<file path="config.mk">
export PLATFORM = sky130hd
export DESIGN_NAME = serial_complement
export DESIGN_NICKNAME = d
export VERILOG_FILES = /design/src/rtl/serial_complement.sv
export SDC_FILE = /design/constraint.sdc
export NUM_CORES = 1
export LEC_CHECK = 0
export CAP_MARGIN = 10
export CORE_AREA = 2 2 39 41
export CTS_CLUSTER_SIZE = 8
export DETAILED_ROUTE_END_ITERATION = 6
export DIE_AREA = 0 0 41 43
export PLACE_DENSITY = 0.54
export SLEW_MARGIN = 40
export SYNTH_ARGS = -nofsm -noshare
export SYNTH_HDL_FRONTEND = slang
export SYNTH_SLANG_ARGS = --single-unit
</file>
<file path="constraint.sdc">
create_clock -name clk -period 2.8 [get_ports clk]
set_input_delay 0.28 -clock clk [delete_from_list [all_inputs] [get_ports clk]]
set_output_delay 0.28 -clock clk [all_outputs]
set_load 0.01 [all_outputs]
</file>
<file path="src/rtl/serial_complement.sv">
`default_nettype none
// ============================================================================
//  Module   : serial_complement
//  Purpose  : Bit-serial 1's / 2's complementer, LSB first. Each valid input
//             bit produces one registered output bit one cycle later.
//             1's mode inverts every bit. 2's mode copies bits up to and
//             including the first 1, then inverts the rest.
//  Ports    : clk        - clock, rising edge
//             rst        - synchronous active-high reset
//             in_valid   - in_data carries a valid bit this cycle
//             in_data    - serial input bit, LSB first
//             mode       - 0: 1's complement, 1: 2's complement
//                          (sampled on the first bit of a word only)
//             out_valid  - out_data is valid
//             out_data   - complemented serial bit (0 when out_valid is 0)
//             word_done  - high with the last output bit of each word
//             busy       - a word is partially received
//             out_ovf    - (SERIAL_COMP_OVF_EN only) 2's complement of the
//                          most-negative value, flagged with word_done
//  Config   : define SERIAL_COMP_OVF_EN to add the out_ovf port and logic
//  Revision : 1.0 - initial release
// ============================================================================
module serial_complement #(
    parameter int WIDTH = 8
) (
    input  logic clk,
    input  logic rst,
    input  logic in_valid,
    input  logic in_data,
    input  logic mode,
    output logic out_valid,
    output logic out_data,
    output logic word_done,
    output logic busy
`ifdef SERIAL_COMP_OVF_EN
    ,
    output logic out_ovf
`endif
);

    localparam int CW = $clog2(WIDTH);
    localparam logic [CW-1:0] c_CNT_LAST = CW'(WIDTH - 1);
    localparam logic [CW-1:0] c_CNT_ONE  = CW'(1);

    typedef enum logic [1:0] {
        ST_IDLE   = 2'd0,
        ST_COPY   = 2'd1,
        ST_INVERT = 2'd2
    } state_t;

    state_t          r_state_q;
    state_t          w_state_d;
    state_t          w_state_eff;
    logic [CW-1:0]   r_cnt_q;
    logic [CW-1:0]   w_cnt_d;
    logic            r_mode_q;
    logic            w_mode_d;
    logic            w_mode_eff;
    logic            w_last;
    logic            r_out_valid_q;
    logic            w_out_valid_d;
    logic            r_out_data_q;
    logic            w_out_data_d;
    logic            r_word_done_q;
    logic            w_word_done_d;
    logic            r_busy_q;
    logic            w_busy_d;
`ifdef SERIAL_COMP_OVF_EN
    logic            r_ovf_q;
    logic            w_ovf_d;
`endif

    always_comb begin
        // A bit arriving in IDLE starts a word: take mode from the port and
        // behave as if already in the word's starting state, so the first
        // bit is processed with no extra cycle.
        w_state_eff = r_state_q;
        w_mode_eff  = r_mode_q;
        if (r_state_q == ST_IDLE) begin
            w_mode_eff  = mode;
            w_state_eff = mode ? ST_COPY : ST_INVERT;
        end

        w_last = (r_cnt_q == c_CNT_LAST);

        // Defaults: hold word progress, emit nothing.
        w_state_d     = r_state_q;
        w_cnt_d       = r_cnt_q;
        w_mode_d      = r_mode_q;
        w_out_valid_d = 1'b0;
        w_out_data_d  = 1'b0;
        w_word_done_d = 1'b0;
`ifdef SERIAL_COMP_OVF_EN
        w_ovf_d       = 1'b0;
`endif

        if (in_valid) begin
            w_mode_d      = w_mode_eff;
            w_out_valid_d = 1'b1;
            w_out_data_d  = in_data ^ (w_state_eff == ST_INVERT);
            w_word_done_d = w_last;
`ifdef SERIAL_COMP_OVF_EN
            // Still copying at a 1 MSB means the input was all zeros below
            // the sign bit: the most-negative value, which has no positive.
            w_ovf_d       = w_last && (w_state_eff == ST_COPY) && in_data;
`endif
            if (w_last) begin
                w_state_d = ST_IDLE;
                w_cnt_d   = '0;
            end else begin
                w_cnt_d   = r_cnt_q + c_CNT_ONE;
                // The first 1 is copied; everything after it is inverted.
                if (w_state_eff == ST_COPY && in_data) begin
                    w_state_d = ST_INVERT;
                end else begin
                    w_state_d = w_state_eff;
                end
            end
        end

        w_busy_d = (w_cnt_d != '0);
    end

    always_ff @(posedge clk) begin
        if (rst) begin
            r_state_q     <= ST_IDLE;
            r_cnt_q       <= '0;
            r_mode_q      <= 1'b0;
            r_out_valid_q <= 1'b0;
            r_out_data_q  <= 1'b0;
            r_word_done_q <= 1'b0;
            r_busy_q      <= 1'b0;
`ifdef SERIAL_COMP_OVF_EN
            r_ovf_q       <= 1'b0;
`endif
        end else begin
            r_state_q     <= w_state_d;
            r_cnt_q       <= w_cnt_d;
            r_mode_q      <= w_mode_d;
            r_out_valid_q <= w_out_valid_d;
            r_out_data_q  <= w_out_data_d;
            r_word_done_q <= w_word_done_d;
            r_busy_q      <= w_busy_d;
`ifdef SERIAL_COMP_OVF_EN
            r_ovf_q       <= w_ovf_d;
`endif
        end
    end

    assign out_valid = r_out_valid_q;
    assign out_data  = r_out_data_q;
    assign word_done = r_word_done_q;
    assign busy      = r_busy_q;
`ifdef SERIAL_COMP_OVF_EN
    assign out_ovf   = r_ovf_q;
`endif

endmodule
`default_nettype wire

</file>
==> run_summary.xml, run 1 <==
<?xml version="1.0" encoding="UTF-8"?>
<metrics>
  <group name="drt">
    <metric name="post-route-drc-count" unit="">0</metric>
    <metric name="first_drt_iteration_drcs" unit="">1</metric>
    <metric name="drt_first_pass_iters" unit="">2</metric>
    <metric name="detail-route-antenna-nets" unit="">0</metric>
    <metric name="route.detailed.vias_per_inst" unit="">4.603</metric>
    <metric name="drt-total-wl" unit="µm">626</metric>
    <metric name="route.vias.total" unit="">290</metric>
    <metric name="post_drt_wl_per_cell" unit="µm">9.937</metric>
  </group>
  <group name="setup_path">
    <metric name="cp.buffers_inverters" unit="">1</metric>
    <metric name="crit_path_top_delay_cell" unit="">clkdlybuf4s50_1</metric>
    <metric name="worst-setup-path-type" unit="">flop to output pin</metric>
    <metric name="cp_top_family" unit="">buffers and inverters</metric>
    <metric name="worstPathMaxFanout" unit="">1</metric>
    <metric name="crit_chain" unit="">clkdlybuf4s50_1</metric>
    <metric name="timing.critical_path.from_type" unit="">flop</metric>
    <metric name="timing.critical_path.required" unit="ps">2520</metric>
    <metric name="critPathMaxStageDelay" unit="ps">520</metric>
    <metric name="endpoint_kind" unit="">output pin</metric>
    <metric name="timing.critical_path.arrival" unit="ps">1090</metric>
  </group>
  <group name="synthesis">
    <metric name="synth_edf_count" unit="">0</metric>
    <metric name="ys_ff_latch" unit="">9</metric>
    <metric name="dominantRegCellSynth" unit="">dfxtp_1</metric>
    <metric name="avgSynthCellArea" unit="µm²">10.36</metric>
    <metric name="post-synth-top-area-cell" unit="">dfxtp_1</metric>
    <metric name="yosysWarnings" unit="">0</metric>
    <metric name="netlist_top_cells_count" unit="">dfxtp_1 (9), nor2_1 (4), mux2i_1 (3), nand2b_1 (3)</metric>
    <metric name="post_synth_num_cell_types" unit="">18</metric>
    <metric name="netlist.area_leader.share" unit="">0.4832</metric>
    <metric name="synthArstFlopShare" unit="">0</metric>
    <metric name="synth_area_leaders" unit="">dfxtp_1 (48%), mux2i_1 (8.1%), ha_1 (6.7%), nand2b_1 (5.0%), nor2_1 (4.0%)</metric>
    <metric name="synth_most_common_cell" unit="">dfxtp_1</metric>
    <metric name="ys_seq_area_frac" unit="">0.4832</metric>
    <metric name="syn-num-nets" unit="">43</metric>
    <metric name="netlist_instances" unit="">36</metric>
    <metric name="mappedNetlistArea" unit="µm²">372.9</metric>
  </group>
  <group name="floorplanning">
    <metric name="dieHeight" unit="µm">43</metric>
    <metric name="rows" unit="">14</metric>
    <metric name="initial_core_util" unit="">0.2694</metric>
    <metric name="core" unit="µm²">1384</metric>
    <metric name="floorplan.die_area" unit="µm²">1763</metric>
    <metric name="io_pins" unit="">9</metric>
    <metric name="die-width" unit="µm">41</metric>
  </group>
  <group name="place">
    <metric name="buffer_ports.inserted" unit="">8</metric>
    <metric name="dpl.cell_count" unit="">59</metric>
    <metric name="placed_cell_area" unit="µm²">465.4</metric>
    <metric name="finalWeightedCongestion" unit="">0.6604</metric>
    <metric name="dp_hpwl" unit="µm">458.9</metric>
  </group>
  <group name="global_route">
    <metric name="grt_util_all_layers" unit="">0.08761</metric>
    <metric name="first_pass_grt_wire_length" unit="µm">959</metric>
    <metric name="antenna_found_initial" unit="">0</metric>
    <metric name="first_global_vias" unit="">244</metric>
    <metric name="grt_remaining_overflow" unit="">0</metric>
    <metric name="grt_max_degree" unit="">11</metric>
  </group>
  <group name="outcome">
    <metric name="result_of_the_run" unit="">completed</metric>
  </group>
  <group name="sta">
    <metric name="grt_setup_unrepaired" unit="">false</metric>
    <metric name="pins_over_slew_limit" unit="">0</metric>
    <metric name="finalSetupViolCount" unit="">0</metric>
    <metric name="max_freq" unit="GHz">0.7311</metric>
    <metric name="worst_slew_pin_tran" unit="ps">368.6</metric>
    <metric name="final.setup.tns" unit="ps">0</metric>
    <metric name="headroom_to_the_max_slew_limit" unit="">0.7535</metric>
    <metric name="final_hold_viol_count" unit="">0</metric>
    <metric name="final_min_period_over_clock_period" unit="">0.4885</metric>
    <metric name="period_minus_slack" unit="ps">1368</metric>
    <metric name="skew" unit="ps">2.850</metric>
  </group>
  <group name="clock_tree">
    <metric name="postCtsHoldBufs" unit="">0</metric>
    <metric name="tritoncts_sinks" unit="">9</metric>
    <metric name="path_clk_slew" unit="ps">60</metric>
    <metric name="clkLatencyLatePin" unit="ps">260</metric>
    <metric name="clk_path_buf_depth" unit="">2</metric>
    <metric name="h-tree-depth" unit="">1</metric>
    <metric name="postCtsSetupBuffers" unit="">0</metric>
    <metric name="cts-buffers-inserted" unit="">3</metric>
    <metric name="cts_resized" unit="">0</metric>
    <metric name="ctsRootBufferMaster" unit="">clkbuf_4</metric>
    <metric name="tritoncts_clock_tree" unit="">yes</metric>
  </group>
  <group name="flow_run">
    <metric name="drv_cap" unit="">0</metric>
  </group>
  <group name="layout">
    <metric name="finish.instance_area" unit="µm²">491.7</metric>
    <metric name="antenna-diode-count" unit="">0</metric>
    <metric name="final_net_count" unit="">55</metric>
    <metric name="syn_to_final_growth" unit="%">31.88</metric>
    <metric name="fillers" unit="">153</metric>
    <metric name="fraction_of_layout_instances_using_a_drive_strength_above_1" unit="">0.06383</metric>
    <metric name="instances_no_fill" unit="">63</metric>
  </group>
  <group name="pwr">
    <metric name="power_density" unit="nW/µm²">564.1</metric>
    <metric name="power.leakage" unit="nW">0.1983</metric>
    <metric name="power.ir.vdd_worst" unit="mV">0.1736</metric>
  </group>
  <group name="min_path">
    <metric name="hold_path.class" unit="">flop to flop</metric>
  </group>
</metrics>
[where the power goes]
group / internal, mW / leakage, nW / switching [mW]
Clock: 0.0549 / 0.0150 / 0.0453
Combinational: 0.0212 / 0.109 / 0.0154
Sequential: 0.136 / 0.0741 / 0.00466
[per-stage QoR]
stage	utilization	total power [mW]	setup WS [ps]	hold slack (ps)
6_report	0.3553	0.2774	1432	535.9
5_1_grt	0.3553	0.2926	1392	561.7
4_1_cts	0.3553	0.2838	1417	535.8
3_5_place_dp	0.3363	0.1806	1297	523.7
3_3_place_gp	0.3363	0.1798	1333	507.6
2_1_floorplan	-	0.1643	1607	349.1
[layout by cell type, fill, tap and decap left out]
| cell type | n |
|---|---|
| dfxtp_1 | 9 |
| a31oi_1 | 1 |
| a21boi_1 | 1 |
| ha_1 | 2 |
| nand2b_1 | 3 |
| clkbuf_1 | 1 |
| nand4bb_1 | 1 |
| a21oi_1 | 2 |
| or3_1 | 1 |
| and2_1 | 1 |
| clkbuf_4 | 3 |
| mux2i_1 | 3 |
| a211oi_1 | 1 |
| nand3b_1 | 1 |
| nor2_1 | 4 |
| o21ai_0 | 1 |
| o32ai_1 | 1 |
| o21bai_1 | 1 |
| clkdlybuf4s50_1 | 8 |
| nor2b_1 | 2 |
[state kept, by name, indices dropped and copies added, names as in the netlist]
signal / count
out_valid: 1
r_state_q: 2
out_data: 1
r_cnt_q: 3
word_done: 1
busy: 1
[worst paths after layout]
kind	start	to	slack, ps	depth (start not counted)
worst max-delay path	busy	busy	1430	1
worst min-delay path	r_state_q[1]	r_state_q[1]	540	2
worst max register to register	r_cnt_q[0]	busy	1520	5
worst min register to register	r_state_q[1]	r_state_q[1]	540	2
[cell families after synthesis]
family / after synthesis / synth area share
AND/OR/NAND/NOR: 13 / 0.2081
flip-flops: 9 / 0.4832
AO/OA/AOI/OAI: 8 / 0.1410
multiplexers: 3 / 0.08054
adder cells (fa/ha/maj): 2 / 0.06710
buffers and inverters: 1 / 0.02014
[area by class of cell]
cell class	count	area (µm²)	area share
clock buffers	4	26.28	0.05344
repair buffers	8	80.08	0.1628
well taps	16	20.02	0.04071
multi-input cells	26	185.2	0.3766
flip-flops and latches	9	180.2	0.3664
[metal layers]
metal | vias up | routed length, µm | track usage
li1 | 150 | - | -
met5 | - | 0 | 0
met2 | 6 | 296 | 0.1125
met3 | 2 | 38 | 0.03665
met4 | 0 | 4 | 0.1000
met1 | 132 | 287 | 0.09416
Power figures use the tool's default switching activity.
==> run 2: changes to the inputs <==
--- a/config.mk
+++ b/config.mk
@@ -10,7 +10,7 @@
 export CTS_CLUSTER_SIZE = 8
 export DETAILED_ROUTE_END_ITERATION = 6
 export DIE_AREA = 0 0 41 43
-export PLACE_DENSITY = 0.54
+export PLACE_DENSITY = 0.56
 export SLEW_MARGIN = 40
 export SYNTH_ARGS = -nofsm -noshare
 export SYNTH_HDL_FRONTEND = slang
==> constraint.sdc (replaced) <==
create_clock -name clk -period 1.1 [get_ports clk]
set_input_delay 0.11 -clock clk [delete_from_list [all_inputs] [get_ports clk]]
set_output_delay 0.11 -clock clk [all_outputs]
set_load 0.01 [all_outputs]
==> run 2 against run 1 <==
Effect of this change:
- the run now ends with negative setup slack left
- cell area is 17% higher
- cell count rose by 9.5%
- register-to-register slack got worse by 1500 ps
- sequential share of layout area decreased by 4.8 points
- sequential power grew to 2.6 times the previous value
- largest cell class unchanged
- highest routed layer is now met3
==> run_summary.xml, run 2 (synthesized netlist as in run 1, its figures left out) <==
<?xml version="1.0" encoding="UTF-8"?>
<metrics>
  <group name="drt">
    <metric name="detail-route-antenna-nets" unit="">0</metric>
    <metric name="drt_first_pass_iters" unit="">1</metric>
    <metric name="route.vias.total" unit="">316</metric>
    <metric name="route.detailed.vias_per_inst" unit="">4.580</metric>
    <metric name="first_drt_iteration_drcs" unit="">0</metric>
    <metric name="post-route-drc-count" unit="">0</metric>
    <metric name="drt-total-wl" unit="µm">758</metric>
    <metric name="post_drt_wl_per_cell" unit="µm">10.99</metric>
  </group>
  <group name="setup_path">
    <metric name="startpoint" unit="">r_cnt_q[0]</metric>
    <metric name="timing.critical_path.required" unit="ps">1230</metric>
    <metric name="worstPathMaxFanout" unit="">2</metric>
    <metric name="crit-reg2reg-capture" unit="">busy</metric>
    <metric name="worst_r2r_path_depth" unit="">5</metric>
    <metric name="r2r_slack" unit="ps">-20</metric>
    <metric name="timing.critical_path.arrival" unit="ps">1250</metric>
    <metric name="endpoint_kind" unit="">flop</metric>
    <metric name="worst-setup-path-type" unit="">flop to flop</metric>
    <metric name="timing.critical_path.from_type" unit="">flop</metric>
    <metric name="source_of_the_worst_register_to_register_timing_path" unit="">r_cnt_q[0]</metric>
  </group>
  <group name="sta">
    <metric name="timing.final.ws_setup" unit="ps">-16.93</metric>
    <metric name="max_freq" unit="GHz">0.8953</metric>
    <metric name="worst_slew_pin_tran" unit="ps">292.5</metric>
    <metric name="skew" unit="ps">3.022</metric>
    <metric name="final_min_period_over_clock_period" unit="">1.015</metric>
    <metric name="finalSetupViolCount" unit="">1</metric>
    <metric name="final_hold_viol_count" unit="">0</metric>
    <metric name="pins_over_slew_limit" unit="">0</metric>
    <metric name="grt_setup_unrepaired" unit="">true</metric>
    <metric name="period_minus_slack" unit="ps">1117</metric>
    <metric name="hold_slack" unit="ps">507.5</metric>
    <metric name="headroom_to_the_max_slew_limit" unit="">0.8044</metric>
  </group>
  <group name="pwr">
    <metric name="power_density" unit="nW/µm²">1274</metric>
    <metric name="netSwitchingPower" unit="µW">167.2</metric>
    <metric name="power.ir.vdd_worst" unit="mV">0.5056</metric>
    <metric name="internal-power" unit="µW">564.5</metric>
    <metric name="clock_power_share" unit="">0.330</metric>
    <metric name="power.leakage" unit="nW">0.2426</metric>
    <metric name="power.share.sequential" unit="">0.493</metric>
    <metric name="power_switching_share" unit="">0.2285</metric>
    <metric name="combPwrFrac" unit="">0.177</metric>
  </group>
  <group name="layout">
    <metric name="finish.instance_area" unit="µm²">574.3</metric>
    <metric name="final_net_count" unit="">61</metric>
    <metric name="largest_register_ffs" unit="">3</metric>
    <metric name="layout.cells.most_common" unit="">dfxtp_1</metric>
    <metric name="largest_register" unit="">r_cnt_q</metric>
    <metric name="fraction_of_layout_instances_using_a_drive_strength_above_1" unit="">0.2830</metric>
    <metric name="largest_registers" unit="">r_cnt_q: 3 flops, r_state_q: 2 flops</metric>
    <metric name="antenna-diode-count" unit="">0</metric>
    <metric name="syn_to_final_growth" unit="%">54.03</metric>
    <metric name="instances_no_fill" unit="">69</metric>
    <metric name="final_cell_mix" unit="">dfxtp_1 (7), buf_4 (6), nor2_1 (4), clkdlybuf4s50_1 (4), dlygate4sd2_1 (4)</metric>
  </group>
  <group name="floorplanning">
    <metric name="floorplan.die_area" unit="µm²">1763</metric>
    <metric name="initial_core_util" unit="">0.2694</metric>
    <metric name="io_pins" unit="">9</metric>
    <metric name="die-width" unit="µm">41</metric>
    <metric name="core" unit="µm²">1384</metric>
    <metric name="dieHeight" unit="µm">43</metric>
    <metric name="rows" unit="">14</metric>
  </group>
  <group name="global_route">
    <metric name="grt_max_degree" unit="">7</metric>
    <metric name="grt_util_all_layers" unit="">0.1128</metric>
    <metric name="global_route.peak_usage_layer" unit="">met2</metric>
    <metric name="antenna_found_initial" unit="">0</metric>
    <metric name="global_route.usage.met1" unit="">0.1136</metric>
    <metric name="first_global_vias" unit="">316</metric>
    <metric name="grt.met2_usage" unit="">0.1844</metric>
    <metric name="first_pass_grt_wire_length" unit="mm">1.283</metric>
    <metric name="grt_remaining_overflow" unit="">0</metric>
    <metric name="grtUsageMet3" unit="">0.03141</metric>
  </group>
  <group name="place">
    <metric name="dp_hpwl" unit="µm">624.2</metric>
    <metric name="buffer_ports.inserted" unit="">8</metric>
    <metric name="post-place-ws" unit="ps">-167.9</metric>
    <metric name="placed_cell_area" unit="µm²">545.5</metric>
    <metric name="finalWeightedCongestion" unit="">0.7301</metric>
    <metric name="dpl.cell_count" unit="">65</metric>
  </group>
  <group name="min_path">
    <metric name="min_from" unit="">rst</metric>
    <metric name="worstHoldEndpoint" unit="">r_state_q[0]</metric>
    <metric name="hold_path.class" unit="">input port to flop</metric>
    <metric name="whs_path_depth" unit="">2</metric>
  </group>
  <group name="clock_tree">
    <metric name="cts-buffers-inserted" unit="">3</metric>
    <metric name="tritoncts_sinks" unit="">9</metric>
    <metric name="clkLatencyLatePin" unit="ps">250</metric>
    <metric name="ctsRootBufferMaster" unit="">clkbuf_4</metric>
    <metric name="h-tree-depth" unit="">1</metric>
    <metric name="tritoncts_clock_tree" unit="">yes</metric>
    <metric name="path_clk_slew" unit="ps">60</metric>
    <metric name="postCtsSetupBuffers" unit="">0</metric>
    <metric name="clk_path_buf_depth" unit="">2</metric>
  </group>
  <group name="outcome">
    <metric name="failed_checks" unit="">negative setup slack</metric>
    <metric name="result_of_the_run" unit="">finished with violations</metric>
  </group>
  <group name="flow_run">
    <metric name="drv_cap" unit="">0</metric>
  </group>
</metrics>
## run 2: cell count changes in the layout (fill, tap and decap cells not counted)
cell,change
clkdlybuf4s50_1,-4
o32ai_2,+1
dfxtp_2,+2
dfxtp_1,-2
dlygate4sd2_1,+4
nand2b_4,+1
o32ai_1,-1
ha_1,-2
buf_4,+6
nand2b_1,-1
ha_4,+2
## run 2: stage by stage
stage	power [mW]	TNS, ps	utilization
floorplan	0.4307	-33.99	-
global placement	0.4900	-865.6	0.3942
detailed placement	0.4980	-1050	0.3942
CTS	0.7523	-42.37	0.4150
global route	0.7787	-132.4	0.4150
finish	0.7317	-16.93	0.4150
## run 2: final cells by class
cell class | instances | area [µm²]
timing repair buffer | 14 | 120.1
sequential | 9 | 182.7
fill | 139 | 809.5
clock buffer | 4 | 26.28
tap | 16 | 20.02
multi-input combinational | 26 | 225.2
## run 2: critical path, cell delays in order, from the launching register on
cell and delay [ps]:
dfxtp_2 330, ha_4 160, ha_4 210, nand2b_4 130, o32ai_2 80, a21oi_1 90
## run 2: worst max path at each step
| stage | endpoint | slack (ps) | cells after the start |
|---|---|---|---|
| finish | busy | -20 | 5 |
| global route | busy | -70 | 5 |
| CTS | busy | -40 | 5 |
| detailed placement | busy | -170 | 3 |
| global placement | r_cnt_q[2] | -130 | 4 |
| floorplan | busy | -30 | 5 |
## run 2: power by group through the flow
stage	clock [mW]	combinational [mW]	sequential [mW]
after floorplan	0	0.0594	0.371
after global placement	0	0.123	0.367
after detailed placement	0	0.129	0.369
after CTS	0.260	0.131	0.361
after global routing	0.274	0.141	0.364
final	0.241	0.129	0.361
## run 2: what timing repair did
action / in CTS / in global routing
resized for setup: 5 / 0
endpoints found under the hold margin: 0 / 0
endpoints found under the setup margin: 5 / 3
hold buffers: 0 / 0
pin swaps: 4 / 1
## run 2: layer usage
metal  routed length (µm)  up-vias
li1                     -      162
met1                  299      147
met2                  410        7
met3                   48        0
met4                    0        0
met5                    0        -
==> run 3: changes to the inputs <==
--- a/config.mk
+++ b/config.mk
@@ -15,3 +15,4 @@
 export SYNTH_ARGS = -nofsm -noshare
 export SYNTH_HDL_FRONTEND = slang
 export SYNTH_SLANG_ARGS = --single-unit
+export TNS_END_PERCENT = 1
==> run 3 against run 2 <==
Effect of this change:
- the flow still finishes with violations (negative setup slack)
- clock power hardly changed
- sequential cell count stayed put
- fmax is 2.2% lower
- routed wire length is 0.40% lower
- die area stayed put
- combinational power hardly changed
- sequential share of layout area is 0.30 points higher
- critical path type unchanged
- largest power group unchanged
==> run_summary.xml, run 3 (synthesized netlist as in run 1, its figures left out) <==
<?xml version="1.0" encoding="UTF-8"?>
<metrics>
  <group name="setup_path">
    <metric name="cp_top_family" unit="">adder cells</metric>
    <metric name="worstPathMaxFanout" unit="">2</metric>
    <metric name="timing.critical_path.required" unit="ps">1280</metric>
    <metric name="endpoint_kind" unit="">flop</metric>
    <metric name="r2r_slack" unit="ps">-40</metric>
    <metric name="critPathMaxStageDelay" unit="ps">350</metric>
    <metric name="timing.critical_path.arrival" unit="ps">1330</metric>
    <metric name="cp.buffers_inverters" unit="">0</metric>
    <metric name="worst-setup-path-type" unit="">flop to flop</metric>
    <metric name="crit_path_top_delay_cell" unit="">dfxtp_4</metric>
    <metric name="path_common_cell" unit="">ha_4</metric>
    <metric name="crit_chain" unit="">ha_4, ha_4, nand2b_4, o32ai_2, a21oi_1</metric>
    <metric name="timing.critical_path.from_type" unit="">flop</metric>
    <metric name="crit-reg2reg-capture" unit="">busy</metric>
    <metric name="source_of_the_worst_register_to_register_timing_path" unit="">r_cnt_q[0]</metric>
    <metric name="worst_r2r_path_depth" unit="">5</metric>
  </group>
  <group name="clock_tree">
    <metric name="postCtsSetupBuffers" unit="">0</metric>
    <metric name="cts-buffers-inserted" unit="">3</metric>
    <metric name="clk_path_buf_depth" unit="">2</metric>
    <metric name="ctsRootBufferMaster" unit="">clkbuf_4</metric>
    <metric name="tritoncts_clock_tree" unit="">yes</metric>
    <metric name="path_clk_slew" unit="ps">60</metric>
    <metric name="tritoncts_sinks" unit="">9</metric>
    <metric name="clkLatencyLatePin" unit="ps">250</metric>
    <metric name="h-tree-depth" unit="">1</metric>
  </group>
  <group name="min_path">
    <metric name="min_from" unit="">rst</metric>
    <metric name="hold_path.class" unit="">input port to flop</metric>
    <metric name="whs_path_depth" unit="">2</metric>
    <metric name="worstHoldEndpoint" unit="">r_state_q[0]</metric>
  </group>
  <group name="floorplanning">
    <metric name="io_pins" unit="">9</metric>
    <metric name="initial_core_util" unit="">0.2694</metric>
    <metric name="dieHeight" unit="µm">43</metric>
    <metric name="rows" unit="">14</metric>
    <metric name="floorplan.die_area" unit="µm²">1763</metric>
    <metric name="die-width" unit="µm">41</metric>
    <metric name="core" unit="µm²">1384</metric>
  </group>
  <group name="sta">
    <metric name="finalSetupViolCount" unit="">1</metric>
    <metric name="skew" unit="ps">1.476</metric>
    <metric name="final_hold_viol_count" unit="">0</metric>
    <metric name="max_freq" unit="GHz">0.8758</metric>
    <metric name="timing.final.ws_setup" unit="ps">-41.78</metric>
    <metric name="final_min_period_over_clock_period" unit="">1.038</metric>
    <metric name="worst_slew_pin_tran" unit="ps">292.3</metric>
    <metric name="final.setup.tns" unit="ps">-41.78</metric>
    <metric name="grt_setup_unrepaired" unit="">true</metric>
    <metric name="pins_over_slew_limit" unit="">0</metric>
    <metric name="period_minus_slack" unit="ps">1142</metric>
    <metric name="headroom_to_the_max_slew_limit" unit="">0.8046</metric>
  </group>
  <group name="global_route">
    <metric name="grt_remaining_overflow" unit="">0</metric>
    <metric name="first_pass_grt_wire_length" unit="mm">1.290</metric>
    <metric name="grt_util_all_layers" unit="">0.1128</metric>
    <metric name="grt_max_degree" unit="">7</metric>
    <metric name="first_global_vias" unit="">323</metric>
    <metric name="antenna_found_initial" unit="">0</metric>
  </group>
  <group name="drt">
    <metric name="route.detailed.vias_per_inst" unit="">4.551</metric>
    <metric name="post_drt_wl_per_cell" unit="µm">10.94</metric>
    <metric name="drt_first_pass_iters" unit="">1</metric>
    <metric name="route.vias.total" unit="">314</metric>
    <metric name="drt-total-wl" unit="µm">755</metric>
    <metric name="detail-route-antenna-nets" unit="">0</metric>
    <metric name="post-route-drc-count" unit="">0</metric>
    <metric name="first_drt_iteration_drcs" unit="">0</metric>
  </group>
  <group name="layout">
    <metric name="post-route-util" unit="">0.4168</metric>
    <metric name="largest_register" unit="">r_cnt_q</metric>
    <metric name="syn_to_final_growth" unit="%">54.70</metric>
    <metric name="largest_registers" unit="">r_cnt_q: 3 flops, r_state_q: 2 flops</metric>
    <metric name="final_net_count" unit="">61</metric>
    <metric name="fraction_of_layout_instances_using_a_drive_strength_above_1" unit="">0.2830</metric>
    <metric name="layout.cells.most_common" unit="">dfxtp_1</metric>
    <metric name="final_cell_mix" unit="">dfxtp_1 (7), buf_4 (6), nor2_1 (4), clkdlybuf4s50_1 (4), dlygate4sd2_1 (4)</metric>
    <metric name="antenna-diode-count" unit="">0</metric>
    <metric name="largest_register_ffs" unit="">3</metric>
  </group>
  <group name="flow_run">
    <metric name="drv_cap" unit="">0</metric>
  </group>
  <group name="place">
    <metric name="buffer_ports.inserted" unit="">8</metric>
    <metric name="dp_hpwl" unit="µm">624.2</metric>
    <metric name="finalWeightedCongestion" unit="">0.7301</metric>
    <metric name="post-place-ws" unit="ps">-167.9</metric>
  </group>
  <group name="pwr">
    <metric name="power.ir.vdd_worst" unit="mV">0.5058</metric>
    <metric name="power.leakage" unit="nW">0.2429</metric>
    <metric name="power_density" unit="nW/µm²">1271</metric>
  </group>
  <group name="outcome">
    <metric name="failed_checks" unit="">negative setup slack</metric>
    <metric name="result_of_the_run" unit="">finished with violations</metric>
  </group>
</metrics>
[run 3: where the power goes]
group	total, mW	leakage, nW	internal, mW	switching, mW
sequential	0.360	0.0751	0.347	0.0136
clock	0.243	0.0150	0.139	0.104
combinational	0.129	0.153	0.0779	0.0511
total	0.733	0.243	0.564	0.169
[run 3: through the flow]
step	area, µm²	hold WS (ps)	cells	power [mW]
after CTS	566.8	500.3	69	0.7460
final	576.8	505.8	69	0.7328
after global routing	576.8	529.8	69	0.7778
after detailed placement	545.5	517.3	65	0.4980
after global placement	545.5	510.5	65	0.4900
after floorplan	407.9	175.0	36	0.4307
[run 3: how the worst max path moves through the flow]
stage | from | to | slack, ps | depth (start not counted)
3_5_place_dp | in_valid | busy | -170 | 3
4_1_cts | r_cnt_q[1] | busy | -90 | 5
2_1_floorplan | r_cnt_q[1] | busy | -30 | 5
3_3_place_gp | in_valid | r_cnt_q[2] | -130 | 4
6_report | r_cnt_q[0] | busy | -40 | 5
5_1_grt | r_cnt_q[0] | busy | -90 | 5
[run 3: cell type report]
cell class | instances | area (µm²)
well taps | 16 | 20.02
fillers | 138 | 807.0
clock buffers | 4 | 26.28
flip-flops and latches | 9 | 185.2
repair buffers | 14 | 120.1
multi-input cells | 26 | 225.2
[run 3: routing by layer]
layer,track usage,wire (µm)
met1,0.1136,291
met2,0.1844,415
met3,0.03141,48
met4,0.08000,0
met5,0,0
[run 3: timing repair]
action	4_1_cts	5_1_grt
resized for setup	4	2
setup endpoints to repair	5	3
pin swaps	0	4
hold buffers	0	0
